`src/rtl/psubsb_seq.sv`:
```
// Sequential packed saturating subtract: four signed 4-bit lanes of a-b,
// one lane per clock, with per-lane saturation flags.
`timescale 1ns/1ps

module psubsb_seq (
    input  logic        clk,
    input  logic        rst,
    input  logic        start,
    input  logic [15:0] a,
    input  logic [15:0] b,
    output logic        busy,
    output logic        done,
    output logic [15:0] diff,
    output logic [3:0]  ovfl
);

    typedef enum logic [1:0] {
        IDLE = 2'd0,
        CALC = 2'd1,
        DONE = 2'd2
    } state_t;

    state_t      state;
    logic [1:0]  idx;
    logic [15:0] a_reg;
    logic [15:0] b_reg;

    logic [3:0]  nib_val [4];
    logic [3:0]  nib_ovf;
    logic [3:0]  sel_val;
    logic        sel_ovf;

    // Saturated result for every lane of the captured operands; the FSM
    // picks the lane addressed by idx each CALC cycle.
    generate
        for (genvar gi = 0; gi < 4; gi++) begin : g_nib
            logic [3:0] an;
            logic [3:0] bn;
            logic [3:0] d;
            assign an = a_reg[gi*4 +: 4];
            assign bn = b_reg[gi*4 +: 4];
            assign d  = an - bn;
            // Overflow only possible when operand signs differ; it shows up
            // as a result whose sign disagrees with the minuend.
            assign nib_ovf[gi] = (an[3] != bn[3]) && (d[3] != an[3]);
            assign nib_val[gi] = nib_ovf[gi] ? (an[3] ? 4'h8 : 4'h7) : d;
        end
    endgenerate

    assign sel_val = nib_val[idx];
    assign sel_ovf = nib_ovf[idx];

    // Control FSM with registered busy/done and lane-by-lane result writes.
    always_ff @(posedge clk or posedge rst) begin
        if (rst) begin
            state <= IDLE;
            idx   <= 2'd0;
            a_reg <= 16'h0000;
            b_reg <= 16'h0000;
            diff  <= 16'h0000;
            ovfl  <= 4'h0;
            busy  <= 1'b0;
            done  <= 1'b0;
        end else begin
            case (state)
                IDLE: begin
                    if (start) begin
                        a_reg <= a;
                        b_reg <= b;
                        diff  <= 16'h0000;
                        ovfl  <= 4'h0;
                        idx   <= 2'd0;
                        busy  <= 1'b1;
                        state <= CALC;
                    end
                end
                CALC: begin
                    diff[{idx, 2'b00} +: 4] <= sel_val;
                    ovfl[idx]               <= sel_ovf;
                    idx                     <= idx + 2'd1;
                    if (idx == 2'd3) begin
                        done  <= 1'b1;
                        state <= DONE;
                    end
                end
                DONE: begin
                    done  <= 1'b0;
                    busy  <= 1'b0;
                    state <= IDLE;
                end
                default: begin
                    done  <= 1'b0;
                    busy  <= 1'b0;
                    state <= IDLE;
                end
            endcase
        end
    end

endmodule

```
`config.mk`:
```
export PLATFORM = sky130hd
export DESIGN_NAME = psubsb_seq
export DESIGN_NICKNAME = d
export VERILOG_FILES = /design/src/rtl/psubsb_seq.sv
export SDC_FILE = /design/constraint.sdc
export NUM_CORES = 1
export LEC_CHECK = 0
export CAP_MARGIN = 20
export CORE_MARGIN = 2
export CORE_UTILIZATION = 52
export DETAILED_ROUTE_END_ITERATION = 12
export GPL_ROUTABILITY_DRIVEN = 0
export HOLD_SLACK_MARGIN = 0.05
export MAX_ROUTING_LAYER = met4
export PLACE_DENSITY = 0.78
export SLEW_MARGIN = 10
export SYNTH_ARGS = -nofsm -noshare
export SYNTH_HDL_FRONTEND = slang
export SYNTH_SLANG_ARGS = --single-unit
```
`constraint.sdc`:
```
create_clock -name clk -period 3.2 [get_ports clk]
set_input_delay 0.64 -clock clk [delete_from_list [all_inputs] [get_ports clk]]
set_output_delay 0.64 -clock clk [all_outputs]
set_load 0.01 [all_outputs]
```
==> flow_summary.yaml <==
finish:
  final_core_util: 0.702
  antenna_cells: 0
  layout-drive-gt1-share: 0.109
  nets: 402
  design_area_um2: 3890
  syn2layout_area_growth_pct: 28.9
  layout.cells.non_filler: 420
clocking:
  cts_tree: "built"
  ctsResizeCount: 0
  cts_buffers: 9
  post_cts_buffers: 0
  clk_latency_ns: 0.34
  clock_path_buffers: 2
  cts_hold_buf: 0
  cts_sinks: 58
  clock-root-buffer: "clkbuf_8"
  path_clk_slew_ns: 0.07
  htree_levels: 3
synthesis:
  post_synth_num_cell_types: 33
  ys_seq_area_frac: 0.481
  netlist_instances: 281
  synth_flop_cell: "dfrtp_1"
  synth_edf_count: 0
  synth_area_um2: 3020
  syn_area_per_cell_um2: 10.7
  synthArstFlopShare: 1.00
  synthesis.nets: 340
  synth_warnings: 0
  ys_ff_latch: 58
die:
  rows: 27
  dieHeight_um: 80.2
  initial_core_util: 0.544
  num_io_pins: 57
  fp.dieW_um: 80.2
  core-area_um2: 5540
  die_area_um2: 6420
timing:
  min_period_ns: 2.89
  setup_tns_ns: 0
  fin_crit_sh: 0.904
  hold_viol_final: 0
  max_freq_ghz: 0.346
  fin_ws_ns: 0.307
  worstMarginPinSlew_ns: 0.744
  slew_violations: 0
  rsz0062_at_grt: "no"
  fin_skew_ns: 0.00657
  final-setup-viol-count: 0
  slew_headroom: 0.500
  whs_ns: 0.480
worst_setup_path:
  crit_path_end_kind: "register"
  arrival_ns: 3.13
  criticalPathCategory: "reg2reg"
  cp_cell_sequence: "inv_1, ha_1, a21o_1, a21oi_1, fa_1, and3b_2, a2111oi_0, nor4_1, a32o_1"
  cp.required_ns: 3.43
  critical_path.top_delay_family: "compound AO/OA/AOI/OAI gates"
  slowest_stage: "fa_1"
  crit_fanout: 5
  crit_buf_inv: 1
  crit_path_max_incr_delay_ns: 0.49
  start_kind: "register"
status:
  status: "completed"
power:
  p_leak_nw: 1.72
  power.density_nw_per_um2: 1190
  ir_drop_v: 0.000516
  total_power_mw: 4.64
global_route:
  grt_pass1_vias: 2238
  grt_max_degree: 59
  grt_first_pass_wirelength_mm: 10.2
  antenna_found_initial: 0
  grt_use_total: 0.215
  grt-ovfl-total: 0
route:
  drc: 0
  wirelength_mm: 6.07
  drt_pass1_iterations: 4
  vias_per_cell: 5.51
  first_iter_violations: 142
  num_vias: 2315
  wire_per_inst_um: 14.5
  antenna_left: 0
place:
  place.detailed.hpwl_mm: 4.44
  place_area_um2: 3670
  port_buffers: 56
  place_ws_ns: 0.320
  placedCellCount: 404
run:
  maxCapViolCount: 0
hold_path:
  worst_hold_path_type: "reg2reg"
-- cell usage after synthesis, types with 3 or more instances --
master | number | area [µm²]
a2111oi_0 | 4 | 35.0
a32o_1 | 5 | 50.1
nor2_1 | 7 | 26.3
nor4_1 | 3 | 18.8
o211ai_1 | 4 | 30.0
nand2_1 | 35 | 131
a21o_1 | 5 | 37.5
buf_2 | 5 | 25.0
mux2_2 | 17 | 191
nand3_1 | 3 | 15.0
ha_1 | 16 | 200
o21ai_0 | 26 | 130
inv_1 | 26 | 97.6
fa_1 | 8 | 160
and3b_1 | 3 | 26.3
xor2_1 | 4 | 35.0
dfrtp_1 | 58 | 1450
nor3_1 | 3 | 15.0
a21oi_1 | 17 | 85.1
a22o_1 | 13 | 114
-- cell families after synthesis --
logic type      after synthesis  share of synthesized area
flops                        58                      0.481
mux                          18                     0.0668
buf+inv                      33                     0.0432
xor+xnor                      4                     0.0116
compound gates               85                      0.188
fa+ha+maj                    24                      0.120
simple gates                 59                     0.0892
-- power breakdown --
group	switching [mW]	total (mW)	internal, mW
logic	1.36	2.53	1.18
clock network	0.292	0.748	0.457
registers	0.290	1.36	1.07
-- layout by cell type (no fill, tap or decap), types with 3 or more instances in the layout --
master           instances
a2111oi_0                4
a21o_1                   5
a21oi_1                 17
a22o_1                  13
a32o_1                   5
and3b_1                  3
clkbuf_8                10
clkdlybuf4s50_1         56
dfrtp_1                 58
fa_1                     8
ha_1                    16
inv_1                   25
mux2_2                  17
nand2_1                 35
nand3_1                  3
nor2_1                   6
nor3_1                   3
nor4_1                   3
o211ai_1                 4
o21ai_0                 26
xor2_1                   4
-- worst register-to-register path, cell delays in order (launching register included) --
cell       delay [ns]
dfrtp_1          0.36
inv_1            0.12
ha_1             0.24
a21o_1           0.15
a21oi_1          0.17
fa_1             0.49
and3b_2          0.23
a2111oi_0        0.49
nor4_1           0.22
a32o_1           0.30
-- cell type report --
class,instances,area (µm²)
sequential,58,1450
inverter,26,97.6
clock inverter,5,77.6
fill,449,1650
tap,72,90.1
timing repair buffer,58,588
clock buffer,11,141
multi-input combinational,190,1440
-- final timing paths --
| kind | slack (ns) | cells past startpoint | endpoint | start |
|---|---|---|---|---|
| setup / recovery | 0.31 | 9 | ovfl[1] | b_reg[13] |
| max in group asynchronous | 1.90 | 3 | diff[8] | rst |
| hold reg to reg | 0.48 | 1 | done | done |
| min in group asynchronous | 0.81 | 3 | a_reg[10] | rst |
| hold / removal | 0.48 | 1 | done | done |
| setup reg to reg | 0.31 | 9 | ovfl[1] | b_reg[13] |
-- routing by layer --
metal / wire length (µm) / up-vias / global-route usage / part of all wire
met5: 0 / - / - / 0
met4: 111 / 0 / 0.114 / 0.018
met3: 304 / 13 / 0.0461 / 0.050
met2: 2830 / 65 / 0.323 / 0.47
met1: 2830 / 1109 / 0.276 / 0.47
li1: - / 1128 / - / -
(Power assumes the default switching activity.)
